[src/rtl/mii_pkg.sv]
// Shared MII definitions: transmit state encoding, framing constants and CRC-32 parameters.
package mii_pkg;

    typedef enum logic [2:0] {
        StIdle,
        StPreamble,
        StSfd,
        StData,
        StFcs,
        StErr,
        StIfg
    } mii_tx_state_e;

    localparam logic [3:0]  PREAMBLE_NIBBLE = 4'h5;
    localparam logic [3:0]  SFD_HI          = 4'hD;
    localparam logic [31:0] CRC_INIT        = 32'hFFFFFFFF;
    localparam logic [31:0] CRC_POLY_REFL   = 32'hEDB88320;

    // FCS goes out least-significant nibble first.
    function automatic logic [3:0] fcs_nibble(input logic [31:0] fcs, input logic [2:0] idx);
        return fcs[{idx, 2'b00} +: 4];
    endfunction

endpackage

[src/rtl/crc32_d8.sv]
// Byte-wide update of the reflected Ethernet CRC-32 (LSB of d processed first).
module crc32_d8
    import mii_pkg::*;
(
    input  logic [31:0] crc_in,
    input  logic [7:0]  d,
    output logic [31:0] crc_out
);

    logic [31:0] c;

    always_comb begin
        c = crc_in ^ {24'h0, d};
        for (int i = 0; i < 8; i++) begin
            c = c[0] ? ((c >> 1) ^ CRC_POLY_REFL) : (c >> 1);
        end
        crc_out = c;
    end

endmodule

[src/rtl/mii_tx.sv]
// MII transmit framer: preamble/SFD insertion, nibble serialisation, CRC-32 FCS and IFG timing.
module mii_tx
    import mii_pkg::*;
#(
    parameter int unsigned PREAMBLE_BYTES = 7,
    parameter int unsigned IFG_BYTES      = 12,
    parameter bit          APPEND_FCS     = 1'b1
) (
    input  logic       mii_clk,
    input  logic       reset,
    input  logic       tx_valid,
    input  logic [7:0] tx_d,
    input  logic       tx_last,
    output logic       tx_rdy,
    output logic       busy,
    output logic       mii_tx_en,
    output logic       mii_tx_er,
    output logic [3:0] mii_txd
);

    localparam logic [4:0] PreLast = 5'(2 * PREAMBLE_BYTES - 1);
    localparam logic [5:0] IfgLast = 6'(2 * IFG_BYTES - 1);

    mii_tx_state_e state_q, state_d;
    logic          nib_q, nib_d;
    logic [4:0]    cnt_q, cnt_d;
    logic [5:0]    ifg_q, ifg_d;
    logic [31:0]   crc_q, crc_d, crc_next;
    logic [3:0]    hi_q, hi_d;
    logic          last_q, last_d;
    logic          en_q, en_d, er_q, er_d, rdy_q, rdy_d;
    logic [3:0]    txd_q, txd_d;
    logic          take_byte;

    crc32_d8 u_crc (
        .crc_in  (crc_q),
        .d       (tx_d),
        .crc_out (crc_next)
    );

    always_comb begin
        state_d   = state_q;
        nib_d     = nib_q;
        cnt_d     = cnt_q;
        ifg_d     = ifg_q;
        crc_d     = crc_q;
        hi_d      = hi_q;
        last_d    = last_q;
        en_d      = 1'b0;
        er_d      = 1'b0;
        rdy_d     = 1'b0;
        txd_d     = 4'h0;
        take_byte = 1'b0;

        unique case (state_q)
            StIdle: begin
                if (tx_valid) begin
                    state_d = StPreamble;
                    cnt_d   = '0;
                    crc_d   = CRC_INIT;
                    en_d    = 1'b1;
                    txd_d   = PREAMBLE_NIBBLE;
                end
            end
            StPreamble: begin
                en_d  = 1'b1;
                txd_d = PREAMBLE_NIBBLE;
                if (cnt_q == PreLast) begin
                    state_d = StSfd;
                    nib_d   = 1'b0;
                end else begin
                    cnt_d = cnt_q + 5'd1;
                end
            end
            StSfd: begin
                if (!nib_q) begin
                    nib_d = 1'b1;
                    en_d  = 1'b1;
                    txd_d = SFD_HI;
                    rdy_d = 1'b1;
                end else begin
                    take_byte = 1'b1;
                end
            end
            StData: begin
                if (!nib_q) begin
                    nib_d = 1'b1;
                    en_d  = 1'b1;
                    txd_d = hi_q;
                    rdy_d = !last_q;
                end else if (!last_q) begin
                    take_byte = 1'b1;
                end else if (APPEND_FCS) begin
                    state_d = StFcs;
                    cnt_d   = '0;
                    en_d    = 1'b1;
                    txd_d   = fcs_nibble(~crc_q, 3'd0);
                end else begin
                    state_d = StIfg;
                    ifg_d   = '0;
                end
            end
            StFcs: begin
                if (cnt_q == 5'd7) begin
                    state_d = StIfg;
                    ifg_d   = '0;
                end else begin
                    cnt_d = cnt_q + 5'd1;
                    en_d  = 1'b1;
                    txd_d = fcs_nibble(~crc_q, cnt_q[2:0] + 3'd1);
                end
            end
            StErr: begin
                if (cnt_q == 5'd1) begin
                    state_d = StIfg;
                    ifg_d   = '0;
                end else begin
                    cnt_d = cnt_q + 5'd1;
                    en_d  = 1'b1;
                    er_d  = 1'b1;
                end
            end
            StIfg: begin
                if (ifg_q == IfgLast) begin
                    state_d = StIdle;
                end else begin
                    ifg_d = ifg_q + 6'd1;
                end
            end
            default: state_d = StIdle;
        endcase

        // tx_rdy was high this cycle: either a byte is accepted or the source underran.
        if (take_byte) begin
            if (tx_valid) begin
                state_d = StData;
                nib_d   = 1'b0;
                hi_d    = tx_d[7:4];
                last_d  = tx_last;
                crc_d   = crc_next;
                en_d    = 1'b1;
                txd_d   = tx_d[3:0];
            end else begin
                state_d = StErr;
                cnt_d   = '0;
                en_d    = 1'b1;
                er_d    = 1'b1;
            end
        end
    end

    always_ff @(posedge mii_clk) begin
        if (reset) begin
            state_q <= StIdle;
            nib_q   <= 1'b0;
            cnt_q   <= '0;
            ifg_q   <= '0;
            crc_q   <= CRC_INIT;
            hi_q    <= '0;
            last_q  <= 1'b0;
            en_q    <= 1'b0;
            er_q    <= 1'b0;
            rdy_q   <= 1'b0;
            txd_q   <= '0;
        end else begin
            state_q <= state_d;
            nib_q   <= nib_d;
            cnt_q   <= cnt_d;
            ifg_q   <= ifg_d;
            crc_q   <= crc_d;
            hi_q    <= hi_d;
            last_q  <= last_d;
            en_q    <= en_d;
            er_q    <= er_d;
            rdy_q   <= rdy_d;
            txd_q   <= txd_d;
        end
    end

    assign busy      = (state_q != StIdle);
    assign tx_rdy    = rdy_q;
    assign mii_tx_en = en_q;
    assign mii_tx_er = er_q;
    assign mii_txd   = txd_q;

endmodule

[config.mk]
export PLATFORM = sky130hd
export DESIGN_NAME = mii_tx
export DESIGN_NICKNAME = d
export VERILOG_FILES = /design/src/rtl/mii_pkg.sv /design/src/rtl/crc32_d8.sv /design/src/rtl/mii_tx.sv
export SDC_FILE = /design/constraint.sdc
export NUM_CORES = 1
export LEC_CHECK = 0
export BUFFER_PORTS_ARGS = -buffer_cell sky130_fd_sc_hd__buf_2
export CAP_MARGIN = 40
export CELL_PAD_IN_SITES_DETAIL_PLACEMENT = 1
export CELL_PAD_IN_SITES_GLOBAL_PLACEMENT = 1
export CORE_UTILIZATION = 45
export DETAILED_ROUTE_END_ITERATION = 10
export PLACE_DENSITY_LB_ADDON = 0.05
export SETUP_SLACK_MARGIN = 0.5
export SLEW_MARGIN = 40
export SYNTH_ARGS = -nofsm -noshare
export SYNTH_HDL_FRONTEND = slang
export SYNTH_SLANG_ARGS = --single-unit
[constraint.sdc]
create_clock -name mii_clk -period 2.5 [get_ports mii_clk]
set_clock_uncertainty 0.15 [all_clocks]
set_input_delay 0.375 -clock mii_clk [delete_from_list [all_inputs] [get_ports mii_clk]]
set_output_delay 0.375 -clock mii_clk [all_outputs]
set_load 0.02 [all_outputs]
# Word-level counts from Yosys, hierarchy flattened
# Cells that the tools add are included.
[totals]
regBits = 59
input_bits = 12
out_inout_bits = 8
word_cells = 118
[classes]
n_addsub = 3
n_eq_ne = 21
n_shift = 1
n_mux = 64
bitwise = 10
reduce_logical = 8
[op_table]
columns = ["operator", "n"]
rows = [
  ["$mux 32", 12],
  ["$not 13->14", 8],
  ["$mux 5", 8],
  ["$not 32->32", 1],
  ["$shiftx 32x6->4", 1],
  ["$xor 32x8->32", 1],
  ["$mux 3", 10],
  ["$pmux 5 s5", 1],
  ["$mux 4", 6],
  ["$ne 3x3->1 const B", 7],
  ["$pmux 3 s7", 1],
  ["$pmux 4 s5", 1],
  ["$mux 6", 3],
  ["$pmux 6 s3", 1],
  ["$mux 1", 17],
  ["$eq 3x3->1 const B", 3],
  ["$ne 2x2->1 const B", 4],
  ["$reduce_and 8->1", 1],
  ["$add 6x1->6 const B", 1],
  ["$eq 3x2->1 const B", 2],
  ["$eq 6x5->1 const B", 1],
  ["$pmux 1 s2", 3],
  ["$pmux 1 s6", 1],
  ["$reduce_bool 3->1", 2],
  ["11 further kinds", 11],
]

# Depth between registers and ports, before layout
[logic_depth]
word_depth = 19
depth_mapped = 7
ltp_nobuf = 7

# Modules after synthesis
# A second synthesis with hierarchy kept.
[unflattened]
hier_cells = 426
hier_area_um2 = 3868.7
[by_module_without_submodules]
columns = ["mod", "instances", "cells_per_inst", "area_each_um2", "seq_area_each_um2"]
rows = [
  ["mii_tx", 1, 359, 2944.1, 1181.1],
  ["crc32_d8", 1, 67, 924.6, 0.0],
]

# Worst setup path after synthesis
# OpenSTA, ideal clock, no wires.
[synth_timing]
path_type = "register to register"
startpoint = "register cnt_q[0]"
endpoint = "register ifg_q[3]"
setup_time_ps = 70
t_arrival_ps = 1947
required_ps = 2280
slack_ps = 332
path_stages_with_launch = 7
n_path_buf = 0
synth_period_minus_slack_ps = 2168
path_cell_list = "dfxtp_1 ha_1 or4b_4 o21ai_4 o311ai_4 or4_1 a21oi_1"
[synth_between]
elab_chain_cells = 3
word_cells_on_any_way = 5
cone_classes = "eq/ne (4); reduce/logical (1)"
[synth_rtl]
columns = ["item", "line", "text"]
rows = [
  ["start: declaration", "mii_tx.sv:26", "logic [4:0] cnt_q, cnt_d;"],
  ["start signal: assignment", "mii_tx.sv:168", "cnt_q <= cnt_d;"],
  ["$eq 5x1->1 / $eq 5x3->1 (equally long branches)", "mii_tx.sv:114, mii_tx.sv:104", ""],
  ["$ne 2x2->1 (no line)", "n/a", ""],
  ["$reduce_and 4->1 (no line) *", "n/a", ""],
  ["end signal: assignment", "mii_tx.sv:169", "ifg_q <= ifg_d;"],
  ["end: declaration", "mii_tx.sv:27", "logic [5:0] ifg_q, ifg_d;"],
]
# Mark *: on every way between the ends. The rest lies on a longest branch, timed or not.
# A chain may end at the register's enable or synchronous reset.

# Final worst setup path
[layout_timing]
startpoint = "register cnt_q[1]"
endpoint = "register ifg_q[1]"
# The elaborated chain is that of the path after synthesis.

==> Implementation_results.wiki <==
{| class="wikitable"
! Metric !! Value
|-
| Horiz. Die Dim || 90.0 um
|-
| Static leakage || 1.54 nW
|-
| Count of buffers inserted at the top-level ports || 19
|-
| H-tree Lvls || 3
|-
| Fin. Hold Viols || 0
|-
| Clock transition at the registers of the reported paths || 0.07 ns
|-
| Share of power burned in registers || 35.4%
|-
| Number of enable-type register cells in the synthesized netlist || 0
|-
| Final nets || 445
|-
| Status || completed
|-
| Leading area contributor after synthesis || sky130_fd_sc_hd__dfxtp_1
|-
| Achievable frequency || 461 MHz
|-
| Syn Area/Cell || 8.95 sq um
|-
| Residual DRC || 0
|-
| Initial standard-cell utilization of the core || 47.3%
|-
| Slew margin rel. || 56.3%
|-
| Root Driver || sky130_fd_sc_hd__clkbuf_8
|-
| Max Fanout on Critical Path || 5
|-
| Critical path required time || 2.64 ns
|-
| Arrival @ worst endpoint || 2.31 ns
|-
| Antenna cell count || 0
|-
| Area share of the largest cell type after synthesis || 33.9%
|-
| Type of element capturing the critical path || flip-flop
|-
| Vertical die dimension || 90.0 um
|-
| Most frequent cells in the layout || sky130_fd_sc_hd__nand2_1 (50), sky130_fd_sc_hd__dfxtp_1 (50), sky130_fd_sc_hd__xnor2_1 (48), sky130_fd_sc_hd__buf_4 (32), sky130_fd_sc_hd__a21oi_1 (29)
|-
| Final weighted congestion of routability-driven global placement || 0.852
|-
| Post-Syn Instances || 389
|-
| Switch share || 33.6%
|-
| Worst IR drop on VDD || 351 uV
|-
| Start-to-end type of the worst setup path || flip-flop to flip-flop
|-
| Warning count from the yosys run || 0
|-
| Flip-flop and latch count after synthesis || 59
|-
| Combined area of all synthesized cells || 0.00348 sq mm
|-
| Met3 WL post-DR || 366 um
|-
| Vias in the first global route || 3306
|-
| Detail Route met2 WL || 5.09 mm
|-
| Number of nets produced by synthesis || 404
|-
| Fin crit period || 2.17 ns
|-
| Clock tree from TritonCTS || done
|-
| DRC marker count from the first detailed-route iteration || 73
|-
| Remaining Overflow, GRT || 0
|-
| All-layer global routing usage || 27.8%
|-
| I/O pin count || 20
|-
| Measured slew at the worst slew-check pin || 0.650 ns
|-
| Max clock buf depth || 2
|-
| Worst Hold Slack || 0.115 ns
|-
| Uppermost routed layer || met4
|-
| Final-report max-slew violation count || 0
|-
| RSZ-0062 raised after global routing || true
|-
| Vias || 3139
|-
| First-pass GRT wire length || 17.4 mm
|-
| Clock latency of the later-clocked register in the worst-skew pair || 0.36 ns
|-
| Std-Cell Core Area || 0.00737 sq mm
|-
| Clock power share || 34.1%
|-
| Yosys cell types || 55
|-
| Final wirelength || 10.5 mm
|-
| Flop-to-flop setup slack || 0.33 ns
|-
| Fill cell total of the finished layout || 874
|-
| Combinational cell fraction of total power || 30.5%
|-
| Top flip-flop cell by instance count after synthesis || sky130_fd_sc_hd__dfxtp_1
|-
| Area delta synth->final || 20.5%
|-
| Number of CTS-inserted buffers || 9
|-
| Setup Total Neg Slack || 0 ns
|-
| Full die area || 0.00810 sq mm
|-
| Power Internal || 0.00200 W
|-
| Total net switching power || 0.00101 W
|-
| Remaining antenna violation count after routing || 0
|-
| Number of detailed-routing iterations run before antenna repair || 4
|-
| Fraction of final layout cells sized beyond drive strength 1 || 26.4%
|-
| Count of final setup violators || 0
|-
| Share of the yosys chip area belonging to registers || 33.9%
|-
| Leading cell types by total area after synthesis || sky130_fd_sc_hd__dfxtp_1 (34%), sky130_fd_sc_hd__xnor2_1 (13%), sky130_fd_sc_hd__nand2_1 (5.4%)
|-
| Placed wire-length estimate after detailed placement || 7.20 mm
|-
| Clock Sink Count || 59
|-
| Mean routed wirelength per cell || 19.7 um
|-
| Max-capacitance violation count || 0
|-
| Average via count per standard cell || 5.88
|-
| Placement row count || 31
|-
| WL met1 || 4.68 mm
|-
| Share of synthesized registers carrying an async set or reset || 0%
|-
| Worst hold path class || input pin to flip-flop
|-
| Critical path launch point type || flip-flop
|-
| Power per cell area || 716 mW/mm^2
|-
| Period Utilization, post-route || 86.8%
|-
| Antenna violations before repair || 0
|-
| Maximum number of pins on one net before global-route repair || 35
|}
what timing repair did:
action                     4_1_cts  5_1_grt
setup endpoints to repair       20       26
gates resized for setup          7       20
pin swaps                        7       11
hold buffers                     0        0
setup buffers                    6        1
cell usage after synthesis (all sizes together) (2+ instances only):
cell	count
or3	5
nand4b	2
and3	2
xor2	16
mux4	8
nor2	16
nand3	7
o211ai	17
o2bb2ai	3
nand2b	3
nor4	6
dfxtp	59
and2	3
or4	2
buf	6
clkbuf	16
o21ai	16
nor3	6
xnor2	55
o22ai	5
nor2b	2
nand4	3
ha	3
a31oi	6
a211oi	3
nand2	50
a21oi	30
a2bb2oi	6
nand3b	3
a32oi	3
mux2i	4
inv	8
o31ai	2
registers in the layout, summed over array words and instances (netlist names):
name / cells
cnt_q: 5
crc_q: 32
hi_q: 4
ifg_q: 6
last_q: 1
mii_tx_en: 1
mii_tx_er: 1
mii_txd: 4
nib_q: 1
state_q: 3
tx_rdy: 1
metrics by stage:
step	area, sq um	utilization (%)	std cells	power, W	worst slack [ns]
2_1_floorplan	3490	-	389	0.00166	0.370
3_5_place_dp	3810	51.7	511	0.00192	0.259
6_report	4200	57.0	534	0.00301	0.330
5_1_grt	4200	57.0	534	0.00314	0.265
3_3_place_gp	3810	51.7	511	0.00191	0.298
4_1_cts	4110	55.8	533	0.00298	0.328
cells by family (layout without fill, tap and decap cells):
| family | after synthesis | after routing | synth area share (%) |
|---|---|---|---|
| adder cells (fa/ha/maj) | 3 | 3 | 1.08 |
| buffers and inverters | 30 | 76 | 3.56 |
| AO/OA/AOI/OAI | 101 | 101 | 19.6 |
| multiplexers | 12 | 12 | 6.32 |
| flip-flops | 59 | 59 | 33.9 |
| AND/OR/NAND/NOR | 113 | 113 | 16.0 |
| XOR/XNOR | 71 | 71 | 19.5 |
power by group through the flow:
stage / sequential [W] / clock [W] / combinational (W)
finish: 0.00107 / 0.00102 / 0.000915
global route: 0.00107 / 0.00108 / 0.000984
CTS: 0.00106 / 0.00104 / 0.000882
detailed placement: 0.00108 / 0 / 0.000849
global placement: 0.00107 / 0 / 0.000840
floorplan: 0.00105 / 0 / 0.000602
metal layers:
| metal | vias up | GRT usage (%) |
|---|---|---|
| li1 | 1475 | - |
| met1 | 1563 | 34.1 |
| met2 | 69 | 46.8 |
| met3 | 32 | 4.82 |
| met4 | 0 | 14.7 |
| met5 | - | 0 |
path summary, 6_finish.rpt:
check            from  endpoint  cells after the start
max          cnt_q[1]  ifg_q[1]                      8
min           tx_last    last_q                      3
max reg2reg  cnt_q[1]  ifg_q[1]                      8
min reg2reg   hi_q[3]   hi_q[3]                      2
layout make-up:
class	count	area, sq um	share of cell area [%]
well taps	99	124	2.95
repair buffers	52	347	8.26
flip-flops and latches	59	1190	28.5
clock buffers	12	155	3.70
multi-input cells	300	2270	54.2
clock inverters	4	72.6	1.73
inverters	8	30.0	0.715
critical path: stages, from the launching register on:
cell and delay, ns:
sky130_fd_sc_hd__dfxtp_2 0.32, sky130_fd_sc_hd__inv_2 0.08, sky130_fd_sc_hd__ha_4 0.14, sky130_fd_sc_hd__or4b_4 0.48, sky130_fd_sc_hd__o21ai_4 0.15, sky130_fd_sc_hd__o311ai_4 0.13
sky130_fd_sc_hd__buf_4 0.17, sky130_fd_sc_hd__or3_4 0.36, sky130_fd_sc_hd__a21oi_2 0.13
Note: power is estimated with default switching activity, not from simulation.
